### src/rtl/cpu_pkg.sv
// Shared CPU front-end constants and the instruction-fetch state encoding.
// Imported by the fetch controller and its bus interface.
package cpu_pkg;

   localparam int unsigned WORD_W = 32;

   localparam logic [WORD_W-1:0] RESET_PC_DEFAULT = 32'h0040_0000;
   localparam int unsigned       PC_STEP_DEFAULT  = 4;

   // Fetch addresses are always word aligned; the low two bits are forced to zero.
   localparam logic [WORD_W-1:0] PC_ALIGN_MASK = ~32'h0000_0003;

   typedef enum logic [0:0] {
      ST_REQ  = 1'b0,
      ST_HOLD = 1'b1
   } fetch_state_e;

   function automatic logic [WORD_W-1:0] align_pc(input logic [WORD_W-1:0] addr);
      return addr & PC_ALIGN_MASK;
   endfunction

endpackage

### src/rtl/ifetch_ctrl_if.sv
// Signal bundle between the fetch controller, instruction memory, decoder and
// redirect source. The master side is the fetch controller.
//
// Handshake rules (both channels are level, valid/ready style):
//   imem:  imem_req stays high with a stable imem_addr until the cycle where
//          imem_req && imem_ack; imem_rdata is meaningful only in that cycle.
//   inst:  inst_valid stays high with stable inst_out/inst_pc until the cycle
//          where inst_valid && inst_ready; that cycle is the handover.
//   redirect_valid is a one-cycle pulse qualifying redirect_pc.
interface ifetch_ctrl_if;
   import cpu_pkg::*;

   logic              imem_req;
   logic [WORD_W-1:0] imem_addr;
   logic              imem_ack;
   logic [WORD_W-1:0] imem_rdata;

   logic              inst_valid;
   logic [WORD_W-1:0] inst_out;
   logic [WORD_W-1:0] inst_pc;
   logic              inst_ready;

   logic              redirect_valid;
   logic [WORD_W-1:0] redirect_pc;

   logic [WORD_W-1:0] pc_out;

   modport master (
      output imem_req,
      output imem_addr,
      input  imem_ack,
      input  imem_rdata,
      output inst_valid,
      output inst_out,
      output inst_pc,
      input  inst_ready,
      input  redirect_valid,
      input  redirect_pc,
      output pc_out
   );

   modport slave (
      input  imem_req,
      input  imem_addr,
      output imem_ack,
      output imem_rdata,
      input  inst_valid,
      input  inst_out,
      input  inst_pc,
      output inst_ready,
      output redirect_valid,
      output redirect_pc,
      input  pc_out
   );

endinterface

### src/rtl/ifetch_ctrl.sv
// Single-entry instruction fetch controller: issues one fetch at a time, parks
// the result for the decoder, and handles redirects including in-flight discard.
module ifetch_ctrl
   import cpu_pkg::*;
#(
   parameter logic [WORD_W-1:0] RESET_PC = RESET_PC_DEFAULT,
   parameter int unsigned       PC_STEP  = PC_STEP_DEFAULT
) (
   input  logic          clk,
   input  logic          rst,
   ifetch_ctrl_if.master bus,
   output fetch_state_e  dbg_state_o
);

   fetch_state_e      state_q,    state_d;
   logic [WORD_W-1:0] pc_q,       pc_d;
   logic [WORD_W-1:0] inst_q,     inst_d;
   logic [WORD_W-1:0] inst_pc_q,  inst_pc_d;
   logic              valid_q,    valid_d;
   logic              discard_q,  discard_d;
   logic [WORD_W-1:0] target_q,   target_d;

   logic [WORD_W-1:0] pc_seq;
   logic [WORD_W-1:0] redirect_aligned;
   logic              fetch_done;

   assign pc_seq           = align_pc(pc_q + WORD_W'(PC_STEP));
   assign redirect_aligned = align_pc(bus.redirect_pc);
   assign fetch_done       = (state_q == ST_REQ) && bus.imem_ack;

   always_ff @(posedge clk) begin
      if (rst) begin
         state_q   <= ST_REQ;
         pc_q      <= align_pc(RESET_PC);
         inst_q    <= '0;
         inst_pc_q <= '0;
         valid_q   <= 1'b0;
         discard_q <= 1'b0;
         target_q  <= '0;
      end else begin
         state_q   <= state_d;
         pc_q      <= pc_d;
         inst_q    <= inst_d;
         inst_pc_q <= inst_pc_d;
         valid_q   <= valid_d;
         discard_q <= discard_d;
         target_q  <= target_d;
      end
   end

   always_comb begin
      state_d   = state_q;
      pc_d      = pc_q;
      inst_d    = inst_q;
      inst_pc_d = inst_pc_q;
      valid_d   = valid_q;
      discard_d = discard_q;
      target_d  = target_q;

      case (state_q)
         ST_REQ: begin
            if (fetch_done) begin
               if (bus.redirect_valid) begin
                  // A redirect in the completing cycle supersedes both this
                  // data and any target stored by an earlier redirect.
                  pc_d      = redirect_aligned;
                  discard_d = 1'b0;
               end else if (discard_q) begin
                  pc_d      = target_q;
                  discard_d = 1'b0;
               end else begin
                  inst_d    = bus.imem_rdata;
                  inst_pc_d = pc_q;
                  pc_d      = pc_seq;
                  valid_d   = 1'b1;
                  state_d   = ST_HOLD;
               end
            end else if (bus.redirect_valid) begin
               // Request must complete at the old address; remember where to go.
               target_d  = redirect_aligned;
               discard_d = 1'b1;
            end
         end

         ST_HOLD: begin
            if (bus.inst_ready || bus.redirect_valid) begin
               valid_d = 1'b0;
               state_d = ST_REQ;
            end
            if (bus.redirect_valid) begin
               pc_d = redirect_aligned;
            end
         end

         default: begin
            state_d = ST_REQ;
         end
      endcase
   end

   assign bus.imem_req   = (state_q == ST_REQ);
   assign bus.imem_addr  = pc_q;
   assign bus.inst_valid = valid_q;
   assign bus.inst_out   = inst_q;
   assign bus.inst_pc    = inst_pc_q;
   assign bus.pc_out     = discard_q ? target_q : pc_q;
   assign dbg_state_o    = state_q;

endmodule

### src/flat_wrapper.sv
// flat-port wrapper written by rule: the top's interface ports become plain ports
module ifetch_ctrl_flat import cpu_pkg::*;
#(
   parameter logic [WORD_W-1:0] RESET_PC = RESET_PC_DEFAULT,
   parameter int unsigned       PC_STEP  = PC_STEP_DEFAULT
)
  (clk, rst, dbg_state_o, bus_imem_req, bus_imem_addr, bus_imem_ack, bus_imem_rdata, bus_inst_valid, bus_inst_out, bus_inst_pc, bus_inst_ready, bus_redirect_valid, bus_redirect_pc, bus_pc_out);
  ifetch_ctrl_if bus_i ();
  input  logic clk;
  input  logic rst;
  output fetch_state_e dbg_state_o;
  output wire logic [$bits(bus_i.imem_req)-1:0] bus_imem_req;
  output wire logic [$bits(bus_i.imem_addr)-1:0] bus_imem_addr;
  input wire logic [$bits(bus_i.imem_ack)-1:0] bus_imem_ack;
  input wire logic [$bits(bus_i.imem_rdata)-1:0] bus_imem_rdata;
  output wire logic [$bits(bus_i.inst_valid)-1:0] bus_inst_valid;
  output wire logic [$bits(bus_i.inst_out)-1:0] bus_inst_out;
  output wire logic [$bits(bus_i.inst_pc)-1:0] bus_inst_pc;
  input wire logic [$bits(bus_i.inst_ready)-1:0] bus_inst_ready;
  input wire logic [$bits(bus_i.redirect_valid)-1:0] bus_redirect_valid;
  input wire logic [$bits(bus_i.redirect_pc)-1:0] bus_redirect_pc;
  output wire logic [$bits(bus_i.pc_out)-1:0] bus_pc_out;
  assign bus_imem_req = bus_i.imem_req;
  assign bus_imem_addr = bus_i.imem_addr;
  assign bus_i.imem_ack = bus_imem_ack;
  assign bus_i.imem_rdata = bus_imem_rdata;
  assign bus_inst_valid = bus_i.inst_valid;
  assign bus_inst_out = bus_i.inst_out;
  assign bus_inst_pc = bus_i.inst_pc;
  assign bus_i.inst_ready = bus_inst_ready;
  assign bus_i.redirect_valid = bus_redirect_valid;
  assign bus_i.redirect_pc = bus_redirect_pc;
  assign bus_pc_out = bus_i.pc_out;
  ifetch_ctrl #(.RESET_PC(RESET_PC), .PC_STEP(PC_STEP)) u_core (.clk(clk), .rst(rst), .bus(bus_i), .dbg_state_o(dbg_state_o));
endmodule
### config.mk
export PLATFORM = sky130hd
export DESIGN_NAME = ifetch_ctrl_flat
export DESIGN_NICKNAME = d
export VERILOG_FILES = /design/src/rtl/cpu_pkg.sv /design/src/rtl/ifetch_ctrl_if.sv /design/src/rtl/ifetch_ctrl.sv /design/src/flat_wrapper.sv
export SDC_FILE = /design/constraint.sdc
export NUM_CORES = 1
export LEC_CHECK = 0
export CAP_MARGIN = 20
export CORE_MARGIN = 2
export CORE_UTILIZATION = 49
export CTS_CLUSTER_DIAMETER = 50
export DETAILED_ROUTE_END_ITERATION = 10
export PLACE_DENSITY = 0.86
export SETUP_SLACK_MARGIN = 0.15
export SLEW_MARGIN = 20
export SYNTH_ARGS = -nofsm -noshare
export SYNTH_HDL_FRONTEND = slang
export SYNTH_SLANG_ARGS = --single-unit
### constraint.sdc
create_clock -name clk -period 5.75 [get_ports clk]
set_clock_uncertainty 0.1 [all_clocks]
set_input_delay 1.15 -clock clk [delete_from_list [all_inputs] [get_ports clk]]
set_output_delay 1.15 -clock clk [all_outputs]
set_load 0.05 [all_outputs]
==> impl_results.md <==
* Maximum vdd drop at 0.229 mV
* Max-slew headroom at 0.273
* CTS H-tree lvls at 4
* Dpl hpwl at around 12,000 µm
* Post-Place Cells at 1,024
* Root Driver: clkbuf_16
* Post-Synthesis Cell Area at a little under 6000 µm²
* Synth Warn # at 0
* RSZ-0062 raised after global routing: false
* CP max stage cell: dfxtp_2
* Family with the most delay on the worst path: flip-flops
* Initial antenna violation count at 0
* Worst path required time at about 4500 ps
* Clock Path Buffers at 2
* Post-synth top area share at 0.432
* Total of max-cap violations at 0
* Worst-margin pin slew at around 1100 ps
* First-pass DRT Iterations at 4
* Clk sink count at 125
* Synth Flop Type: dfxtp_1
* Final ANT Viol Nets at 0
* Drt initial violations at 555
* Diode count at 0
* Buffers and inverters on the worst path at 1
* Row count at 39
* Biggest area consumer among synthesized cells: dfxtp_1
* Post-layout minimum cycle time at about 4000 ps
* CP cell instances: mux2_2 > clkdlybuf4s50_1
* PortBufs at ~190
* Nets at between 900 and 1,000
* FF+latch count, synth at between 100 and 150
* CTS tree: done
* EDFF count, synth at 0
* Hold_buf cts at 0
* Worst-Skew Late Latency at roughly 410 ps
* Worst reg-to-reg setup slack at between 3000 and 4000 ps
* Status: completed
* Largest net degree at the start of global routing at 76
* Area of the core at 11,500 µm²
* Gpl congestion at between 0.8 and 0.9
* Fin crit share at 0.680
* Syn_area_per_cell at a little under 8 µm²
* Post-route setup TNS at 0 ps
* Initial core utilization at 0.505
* Area contributors post-synth: dfxtp_1, nand2_1, a21oi_1, mux2_2, o21ai_0
* Distinct cells, synth at 63
* Asr flop ratio synth at 0
* Seq/Total Area, Yosys at 0.432
* # DRC at 0
* Top Metal Used: met4
* CP max FO at slightly above 50
* Drt total wl at around 18,000 µm
* Slew Limit Fails at 0
* Met3 routed WL at 1430 µm
* Chip Width at 113 µm
* Met2 WL at ~8800 µm
* CP Class: flop to primary output
* Drt wl/cell at between 15 and 20 µm
* Share of layout cells above drive strength 1 at 0.0909
* First-pass GRT wire length at approximately 29,000 µm
* CTS clk-pin slew, worst paths at approximately 50 ps
* CP peak stage delay at between 1000 and 1500 ps
* All-Layer GR Usage at 0.285
* Cells after Synth at ~740
* Startpoint types: flop
* Crit. End Element: primary output
* Wl on met1 at roughly 7400 µm
* CTS resizes at 0
* Final Hold Fails at 0
* P&R area growth vs syn at 44.0%
* Crit Reg-Reg Startpoint: u_core.discard_q$_SDFFE_PP0P_
* Final setup violating endpoints at 0
* Overflow after GRT at 0
* Commonest non-fill, non-tap cells in the layout: nand2_1, clkdlybuf4s50_1, dfxtp_1
* Post-layout util at 0.727
* LEAKAGE at around 3.0 nW
* Height of the die at roughly 110 µm
* Crit path from: u_core.discard_q$_SDFFE_PP0P_
* Pwr/cell area at between 300 and 400 nW/µm²
* Min-delay worst type: flop to flop
* Fmax at approximately 0.26 GHz
* Hold_sp: u_core.bus.inst_pc[7]$_SDFFE_PP0P_
* TritonCTS Buffers at 17
* DIE AREA at 12,700 µm²
* DR vias at a little under 6,000
* Final std cells w/o fill at 1,056
* Vias in the first global route at between 5,000 and 6,000
* Most common cell after layout, fill and taps aside: nand2_1
* I/O pin count at 200
* Via density per instance at around 5.6
* Setup Buffers After CTS at 0
* Critical Path AT at between 2000 and 3000 ps
final cells by class:
type	count	area, µm²
clock buffer	21	470
multi-input combinational	538	2950
clock inverter	11	188
timing repair buffer	201	1980
inverter	17	63.8
tap	143	179
fill	890	3130
sequential	125	2500
worst reg2reg max path, stage by stage, from the launching register on:
cell and delay (ps):
dfxtp_2 1050, inv_1 320, nand2_2 270, buf_4 540, nand2_1 160, a21oi_1 180
synthesized netlist by cell type, drive strengths merged, types with 3 or more instances:
cell and count:
nand2 210, dfxtp 125, a21oi 117, clkbuf 37, o21ai 32, nor2 27
buf 25, mux2 21, inv 17, a211oi 10, nand3 10, and3 9
mux2i 9, nor3 8, nor4 8, o22ai 7, a221oi 6, nand4 6
a31oi 5, o31ai 5, o2bb2ai 4, a21o 3, a221o 3, and4 3
worst paths after layout:
| check | endpoint | cells past startpoint |
|---|---|---|
| setup / recovery | bus_pc_out[5] | 2 |
| hold / removal | u_core.bus.inst_pc[7]$_SDFFE_PP0P_ | 2 |
| setup reg to reg | u_core.bus.inst_out[26]$_SDFFE_PP0P_ | 5 |
| hold reg to reg | u_core.bus.inst_pc[7]$_SDFFE_PP0P_ | 2 |
per-layer routing:
metal | track usage | vias to the layer above
li1 | - | 2865
met1 | 0.360 | 2803
met2 | 0.461 | 232
met3 | 0.0788 | 27
met4 | 0.114 | 0
met5 | 0 | -
per-stage QoR:
step	power (W)	worst slack, ps	hold WS (ps)	cell area (µm²)
floorplan	0.00133	2470	333	5810
global placement	0.00153	2110	338	7680
detailed placement	0.00153	2080	345	7680
CTS	0.00272	1860	353	8330
global route	0.00281	1720	365	8330
finish	0.00271	1840	351	8330
power breakdown:
part	internal, W	total [W]	switching, W
combinational	0.000196	0.000552	0.000356
clock	0.000801	0.00119	0.000387
sequential	0.000912	0.000969	0.0000567
logic make-up after synthesis:
family                   synth area share
AO/OA/AOI/OAI                       0.213
multiplexers                       0.0564
adder cells (fa/ha/maj)           0.00216
buffers and inverters              0.0638
flip-flops                          0.432
XOR/XNOR                          0.00454
AND/OR/NAND/NOR                     0.227
other                            0.000648
state kept, by name, summed over array words and instances, names as in the netlist:
register	flops
u_core.bus.inst_pc	30
u_core.bus.inst_out	32
u_core.target_q	30
u_core.bus.inst_valid	1
u_core.bus.imem_addr	30
u_core.discard_q	1
u_core.dbg_state_o	1
No activity file was read; power rests on OpenSTA's default activity.
